### config.mk
export PLATFORM = sky130hd
export DESIGN_NAME = mc_ctrl
export DESIGN_NICKNAME = d
export VERILOG_FILES = /design/src/rtl/mc_pkg.sv /design/src/rtl/mc_out_dec.sv /design/src/rtl/mc_ctrl.sv
export SDC_FILE = /design/constraint.sdc
export NUM_CORES = 1
export LEC_CHECK = 0
export ABC_CLOCK_PERIOD_IN_PS = 2900
export BUFFER_PORTS_ARGS = -buffer_cell sky130_fd_sc_hd__buf_2
export CAP_MARGIN = 30
export CORE_ASPECT_RATIO = 0.7
export CORE_UTILIZATION = 30
export DETAILED_ROUTE_END_ITERATION = 7
export GPL_TIMING_DRIVEN = 1
export REMOVE_ABC_BUFFERS = 1
export SKIP_CTS_REPAIR_TIMING = 1
export SYNTH_ARGS = -nofsm -noshare
export SYNTH_HDL_FRONTEND = slang
export SYNTH_SLANG_ARGS = --single-unit
### constraint.sdc
create_clock -name clk -period 2.9 [get_ports clk]
set_input_delay 0.145 -clock clk [delete_from_list [all_inputs] [get_ports clk]]
set_output_delay 0.145 -clock clk [all_outputs]
set_load 0.02 [all_outputs]
### src/rtl/mc_pkg.sv
// mc_pkg: shared definitions for the multicycle controller.
//   - state_t : FSM state codes (FETCH=0 ... IMM_WB=11), also exported on state_o
//   - OP_*    : supported primary opcodes (instruction bits 31:26)
//   - ALUOP_*, SRCB_*, PCSRC_* : datapath select encodings
//   - ctrl_t  : bundle of every control output produced per state
package mc_pkg;

    typedef enum logic [3:0] {
        ST_FETCH   = 4'd0,
        ST_DECODE  = 4'd1,
        ST_MEM_ADR = 4'd2,
        ST_MEM_RD  = 4'd3,
        ST_MEM_WB  = 4'd4,
        ST_MEM_WR  = 4'd5,
        ST_EXEC_R  = 4'd6,
        ST_R_WB    = 4'd7,
        ST_BRANCH  = 4'd8,
        ST_JUMP    = 4'd9,
        ST_IMM_EX  = 4'd10,
        ST_IMM_WB  = 4'd11
    } state_t;

    localparam logic [5:0] OP_LW    = 6'b100011;
    localparam logic [5:0] OP_SW    = 6'b101011;
    localparam logic [5:0] OP_RTYPE = 6'b000000;
    localparam logic [5:0] OP_BEQ   = 6'b000100;
    localparam logic [5:0] OP_J     = 6'b000010;
    localparam logic [5:0] OP_ADDI  = 6'b001000;
    localparam logic [5:0] OP_ORI   = 6'b001101;

    localparam logic [1:0] ALUOP_ADD   = 2'b00;
    localparam logic [1:0] ALUOP_SUB   = 2'b01;
    localparam logic [1:0] ALUOP_FUNCT = 2'b10;
    localparam logic [1:0] ALUOP_OPDEC = 2'b11;

    localparam logic [1:0] SRCB_REGB    = 2'b00;
    localparam logic [1:0] SRCB_FOUR    = 2'b01;
    localparam logic [1:0] SRCB_IMM     = 2'b10;
    localparam logic [1:0] SRCB_IMM_SH2 = 2'b11;

    localparam logic [1:0] PCSRC_ALU    = 2'b00;
    localparam logic [1:0] PCSRC_ALUOUT = 2'b01;
    localparam logic [1:0] PCSRC_JUMP   = 2'b10;

    typedef struct packed {
        logic       pc_wr;
        logic       pc_wr_cond;
        logic       iord;
        logic       mem_rd;
        logic       mem_wr;
        logic       ir_wr;
        logic       mem_to_reg;
        logic       reg_dst;
        logic       reg_wr;
        logic       alu_src_a;
        logic       ext_op;
        logic [1:0] alu_src_b;
        logic [1:0] pc_src;
        logic [1:0] alu_op;
        logic       retire;
    } ctrl_t;

endpackage

### src/rtl/mc_out_dec.sv
// mc_out_dec: purely combinational control-output decoder.
//   state_i   : current FSM state
//   mem_rdy_i : effective memory-ready (gates IRWr/PCWr in FETCH and retire in MEM_WR)
//   op_i      : opcode, only consulted in IMM_EX to pick sign/zero extension
//   ctrl_o    : full control bundle; anything not set for a state stays 0
module mc_out_dec
    import mc_pkg::*;
(
    input  state_t     state_i,
    input  logic       mem_rdy_i,
    input  logic [5:0] op_i,
    output ctrl_t      ctrl_o
);

    always_comb begin
        ctrl_o = '0;
        case (state_i)
            ST_FETCH: begin
                ctrl_o.mem_rd    = 1'b1;
                ctrl_o.alu_src_b = SRCB_FOUR;
                ctrl_o.alu_op    = ALUOP_ADD;
                ctrl_o.pc_src    = PCSRC_ALU;
                // IR load and PC+4 only on the cycle the read actually lands
                ctrl_o.ir_wr     = mem_rdy_i;
                ctrl_o.pc_wr     = mem_rdy_i;
            end
            ST_DECODE: begin
                // speculative branch target: PC + (imm << 2)
                ctrl_o.alu_src_b = SRCB_IMM_SH2;
                ctrl_o.alu_op    = ALUOP_ADD;
                ctrl_o.ext_op    = 1'b1;
            end
            ST_MEM_ADR: begin
                ctrl_o.alu_src_a = 1'b1;
                ctrl_o.alu_src_b = SRCB_IMM;
                ctrl_o.alu_op    = ALUOP_ADD;
                ctrl_o.ext_op    = 1'b1;
            end
            ST_MEM_RD: begin
                ctrl_o.mem_rd = 1'b1;
                ctrl_o.iord   = 1'b1;
            end
            ST_MEM_WB: begin
                ctrl_o.reg_wr     = 1'b1;
                ctrl_o.mem_to_reg = 1'b1;
                ctrl_o.retire     = 1'b1;
            end
            ST_MEM_WR: begin
                ctrl_o.mem_wr = 1'b1;
                ctrl_o.iord   = 1'b1;
                // a store completes only when the write is accepted
                ctrl_o.retire = mem_rdy_i;
            end
            ST_EXEC_R: begin
                ctrl_o.alu_src_a = 1'b1;
                ctrl_o.alu_src_b = SRCB_REGB;
                ctrl_o.alu_op    = ALUOP_FUNCT;
            end
            ST_R_WB: begin
                ctrl_o.reg_wr  = 1'b1;
                ctrl_o.reg_dst = 1'b1;
                ctrl_o.retire  = 1'b1;
            end
            ST_BRANCH: begin
                ctrl_o.alu_src_a  = 1'b1;
                ctrl_o.alu_src_b  = SRCB_REGB;
                ctrl_o.alu_op     = ALUOP_SUB;
                ctrl_o.pc_wr_cond = 1'b1;
                ctrl_o.pc_src     = PCSRC_ALUOUT;
                ctrl_o.retire     = 1'b1;
            end
            ST_JUMP: begin
                ctrl_o.pc_wr  = 1'b1;
                ctrl_o.pc_src = PCSRC_JUMP;
                ctrl_o.retire = 1'b1;
            end
            ST_IMM_EX: begin
                ctrl_o.alu_src_a = 1'b1;
                ctrl_o.alu_src_b = SRCB_IMM;
                ctrl_o.alu_op    = ALUOP_OPDEC;
                // addi sign-extends; ori zero-extends
                ctrl_o.ext_op    = (op_i == OP_ADDI);
            end
            ST_IMM_WB: begin
                ctrl_o.reg_wr = 1'b1;
                ctrl_o.retire = 1'b1;
            end
            default: ctrl_o = '0;
        endcase
    end

endmodule

### src/rtl/mc_ctrl.sv
// mc_ctrl: multicycle MIPS-style control FSM (Moore, plus mem_rdy-gated
// IRWr/PCWr in FETCH and retire in MEM_WR).
//   clk, rst      : clock, synchronous active-high reset
//   mem_rdy       : memory access completes this cycle
//   op, funct     : instruction fields (funct passes through to the ALU decoder elsewhere)
//   PCWr..ExtOp   : 1-bit datapath strobes/selects
//   ALUSrcB/PCSrc/ALUOp : 2-bit selects
//   state_o       : current state code
//   retire        : one-cycle instruction-complete pulse
//   ill_op        : sticky flag, set when DECODE sees an unsupported opcode
// While rst is high every output reads 0.
module mc_ctrl
    import mc_pkg::*;
#(
    parameter int unsigned MEM_WAIT = 1
) (
    input  logic       clk,
    input  logic       rst,
    input  logic       mem_rdy,
    input  logic [5:0] op,
    input  logic [5:0] funct,
    output logic       PCWr,
    output logic       PCWrCond,
    output logic       IorD,
    output logic       MemRd,
    output logic       MemWr,
    output logic       IRWr,
    output logic       MemtoReg,
    output logic       RegDst,
    output logic       RegWr,
    output logic       ALUSrcA,
    output logic       ExtOp,
    output logic [1:0] ALUSrcB,
    output logic [1:0] PCSrc,
    output logic [1:0] ALUOp,
    output logic [3:0] state_o,
    output logic       retire,
    output logic       ill_op
);

    state_t state_q, state_d;
    logic   ill_op_q, ill_op_d;
    logic   rdy_eff;
    ctrl_t  ctrl_raw;
    ctrl_t  ctrl_out;

    // funct is decoded by the ALU control block, not here
    logic unused_funct;
    assign unused_funct = ^funct;

    // With MEM_WAIT=0 memory is assumed single-cycle
    assign rdy_eff = mem_rdy | (MEM_WAIT == 0);

    always_comb begin
        state_d  = state_q;
        ill_op_d = ill_op_q;
        case (state_q)
            ST_FETCH:   if (rdy_eff) state_d = ST_DECODE;
            ST_DECODE: begin
                case (op)
                    OP_LW, OP_SW:     state_d = ST_MEM_ADR;
                    OP_RTYPE:         state_d = ST_EXEC_R;
                    OP_BEQ:           state_d = ST_BRANCH;
                    OP_J:             state_d = ST_JUMP;
                    OP_ADDI, OP_ORI:  state_d = ST_IMM_EX;
                    default: begin
                        state_d  = ST_FETCH;
                        ill_op_d = 1'b1;
                    end
                endcase
            end
            ST_MEM_ADR: state_d = (op == OP_LW) ? ST_MEM_RD : ST_MEM_WR;
            ST_MEM_RD:  if (rdy_eff) state_d = ST_MEM_WB;
            ST_MEM_WB:  state_d = ST_FETCH;
            ST_MEM_WR:  if (rdy_eff) state_d = ST_FETCH;
            ST_EXEC_R:  state_d = ST_R_WB;
            ST_R_WB:    state_d = ST_FETCH;
            ST_BRANCH:  state_d = ST_FETCH;
            ST_JUMP:    state_d = ST_FETCH;
            ST_IMM_EX:  state_d = ST_IMM_WB;
            ST_IMM_WB:  state_d = ST_FETCH;
            default:    state_d = ST_FETCH;
        endcase
    end

    always_ff @(posedge clk) begin
        if (rst) begin
            state_q  <= ST_FETCH;
            ill_op_q <= 1'b0;
        end else begin
            state_q  <= state_d;
            ill_op_q <= ill_op_d;
        end
    end

    mc_out_dec u_out_dec (
        .state_i   (state_q),
        .mem_rdy_i (rdy_eff),
        .op_i      (op),
        .ctrl_o    (ctrl_raw)
    );

    // Reset blanks the outputs immediately, not just from the next edge
    assign ctrl_out = rst ? '0 : ctrl_raw;

    assign PCWr     = ctrl_out.pc_wr;
    assign PCWrCond = ctrl_out.pc_wr_cond;
    assign IorD     = ctrl_out.iord;
    assign MemRd    = ctrl_out.mem_rd;
    assign MemWr    = ctrl_out.mem_wr;
    assign IRWr     = ctrl_out.ir_wr;
    assign MemtoReg = ctrl_out.mem_to_reg;
    assign RegDst   = ctrl_out.reg_dst;
    assign RegWr    = ctrl_out.reg_wr;
    assign ALUSrcA  = ctrl_out.alu_src_a;
    assign ExtOp    = ctrl_out.ext_op;
    assign ALUSrcB  = ctrl_out.alu_src_b;
    assign PCSrc    = ctrl_out.pc_src;
    assign ALUOp    = ctrl_out.alu_op;
    assign retire   = ctrl_out.retire;
    assign state_o  = rst ? 4'd0 : state_q;
    assign ill_op   = ill_op_q & ~rst;

endmodule

==> flow_metrics.env <==
export IMPL_status="completed"
export IMPL_slew_violations=0
export IMPL_rsz0062_at_grt="no"
export IMPL_yosysUniqueCellTypes=41
export IMPL_end_kind="output pin"
export IMPL_synth_simple_area_share=0.4786
export IMPL_grtUsageTotal=0.1596
export IMPL_synthAdderAreaFrac=0.01429
export IMPL_p_per_area_nw_per_um2=300.2
export IMPL_htreeDepth=1
export IMPL_rrSetupSlack_ns=1.00
export IMPL_grt_max_degree=23
export IMPL_cpMaxStageDelayCell="dfxtp_1"
export IMPL_antennaDiodeCount=0
export IMPL_layout_commonest_cell="buf_2"
export IMPL_tns_ns=0
export IMPL_worstSkewPairLatency_ns=0.24
export IMPL_hp_class="in -> reg"
export IMPL_synth_top_family_by_area="simple AND/OR/NAND/NOR gates"
export IMPL_yosys_register_bits=5
export IMPL_min_from="op[4]"
export IMPL_layout_drive_gt1_share=0.3200
export IMPL_crit_required_ns=2.76
export IMPL_antenna_found_initial=0
export IMPL_path_common_cell="or2_2"
export IMPL_initial_core_util=0.3226
export IMPL_min_to="state_q[3]"
export IMPL_synth_edf_count=0
export IMPL_period_share=0.7294
export IMPL_die_h_um=42.44
export IMPL_design_die_area_um2=2536
export IMPL_placed_area_um2=835.8
export IMPL_peakVddDrop_mv=0.07289
export IMPL_cts_made_buffers=3
export IMPL_fp_dieW_um=59.76
export IMPL_finalCriticalPeriod_ns=2.115
export IMPL_setup_viol=0
export IMPL_drtIter0Drc=26
export IMPL_critical_path_top_delay_family="simple AND/OR/NAND/NOR gates"
export IMPL_synth_xor_area_share=0.03750
export IMPL_layout_common_cells="buf_2 (31), nor2_1 (9), nor3_1 (9)"
export IMPL_clockBufferDepth=2
export IMPL_wl_per_cell_um=12.45
export IMPL_drt_drc_violations_left=0
export IMPL_synth_flop_cell="dfxtp_1"
export IMPL_fmax_mhz=472.8
export IMPL_syn_area_per_cell_um2=6.869
export IMPL_synth_compound_area_frac=0.2250
export IMPL_grt_pass1_vias=689
export IMPL_post_dp_hpwl_um=1397
export IMPL_cp_start_kind="register"
export IMPL_layout_nets=141
export IMPL_numPortBuffers=31
export IMPL_crit_fanout=18
export IMPL_overflow=0
export IMPL_synth_area_um2=700.7
export IMPL_place_gp_congestion=0.8180
export IMPL_rows=14
export IMPL_skew_ns=0.001575
export IMPL_core_um2=2172
export IMPL_cts_sinks=5
export IMPL_clk_pin_slew_worst_paths_ns=0.04
export IMPL_timing_rr_end="ill_op_q"
export IMPL_viasPerCell=5.338
export IMPL_reg2reg_depth=3
export IMPL_cap_viol_max_count=0
export IMPL_relSlewSlack=0.5120
export IMPL_path_cells="or2_2 > nor2_1 > and3_1 > or2_2 > buf_2"
export IMPL_hold_depth=4
export IMPL_via_count=838
export IMPL_final_hold_viol_count=0
export IMPL_syn2layout_area_growth_pct=23.04
export IMPL_yosys_warnings=0
export IMPL_multi_input_area_um2=529.3
export IMPL_crit_buf_inv=1
export IMPL_r2r_start="state_q[0]"
export IMPL_root_buffer="clkbuf_4"
export IMPL_routed_wl_um=1954
export IMPL_antenna_left=0
export IMPL_syn_inst=102
export IMPL_grt_pass1_wl_um=3070
export IMPL_tightest_slew_ns=0.7311
export IMPL_io_pins=38
export IMPL_slowest_delay_ns=0.72
export IMPL_fillers=265
export IMPL_cts_tree="yes"
export IMPL_regArea_um2=100.1
export IMPL_drt_first_pass_iters=4
export IMPL_synthArstFlopShare=0
export IMPL_synth_area_mux_share=0
export IMPL_fin_hold_ws_ns=0.3342
export IMPL_leakage_nw=0.4027
export IMPL_crit_type="reg -> out"
export IMPL_synth_seq_area_share=0.1429
export IMPL_arrival_ns=1.97
export IMPL_final_area_um2=862.1
==> registers in the layout, summed over array words and instances, names as in the netlist <==
signal	flops
ill_op_q	1
state_q	4
==> cells in the mapped netlist, types with 3 or more instances <==
cell type | number | area (um^2)
nor2_1 | 9 | 33.78
nor3_1 | 9 | 45.04
clkbuf_1 | 7 | 26.28
a21oi_1 | 6 | 30.03
nand2b_1 | 6 | 37.54
dfxtp_1 | 5 | 100.1
nand2_1 | 4 | 15.01
nor2b_1 | 4 | 25.02
buf_2 | 3 | 15.01
inv_1 | 3 | 11.26
nand3_1 | 3 | 15.01
or2_2 | 3 | 18.77
or4_1 | 3 | 22.52
==> power breakdown <==
group          switching [W]  internal, W
clock              0.0000284    0.0000520
sequential         0.0000121    0.0000739
combinational      0.0000534    0.0000391
==> how the worst max path moves through the flow <==
stage / from / end / slack (ns) / cells after the start
floorplan: state_q[2] / PCSrc[0] / 1.03 / 2
global placement: state_q[2] / PCWr / 1.08 / 5
detailed placement: state_q[0] / ill_op_q / 1.05 / 3
CTS: state_q[2] / PCWr / 0.80 / 5
global route: state_q[2] / PCWr / 0.68 / 5
finish: state_q[2] / PCWr / 0.78 / 5
==> worst min-delay path, stage by stage <==
cell	delay, ns
buf_2	0.11
nor3_1	0.05
a22oi_1	0.15
nor3_1	0.06
==> per-stage QoR <==
| step | setup slack, ns | power [W] | util | cells |
|---|---|---|---|---|
| 2_1_floorplan | 1.033 | 0.0001439 | - | 90 |
| 3_3_place_gp | 1.084 | 0.0001764 | 0.3848 | 153 |
| 3_5_place_dp | 1.052 | 0.0001783 | 0.3848 | 153 |
| 4_1_cts | 0.8028 | 0.0002611 | 0.3969 | 157 |
| 5_1_grt | 0.6784 | 0.0002720 | 0.3969 | 157 |
| 6_report | 0.7848 | 0.0002588 | 0.3969 | 157 |
==> kinds of logic (layout without fill, tap and decap cells) <==
kind of cell	Yosys count	count (layout)
XOR/XNOR	3	3
buffers and inverters	15	38
AO/OA/AOI/OAI	22	22
adder cells (fa/ha/maj)	1	1
AND/OR/NAND/NOR	56	56
flip-flops	5	5
==> final cells by class <==
type / instances / share of cell area
well taps: 32 / 0.04644
flip-flops and latches: 5 / 0.1161
inverters: 3 / 0.01306
repair buffers: 31 / 0.1800
multi-input cells: 82 / 0.6139
clock buffers: 4 / 0.03048
==> metal layers <==
layer | part of all wire | global-route usage | wire, um | vias up
met1 | 0.51 | 0.2269 | 1002 | 389
met4 | 0.0097 | 0.05581 | 19 | 0
li1 | - | - | - | 423
met2 | 0.43 | 0.2356 | 834 | 22
met3 | 0.050 | 0.03086 | 98 | 4
met5 | 0 | 0 | 0 | -
(Power assumes the default switching activity.)
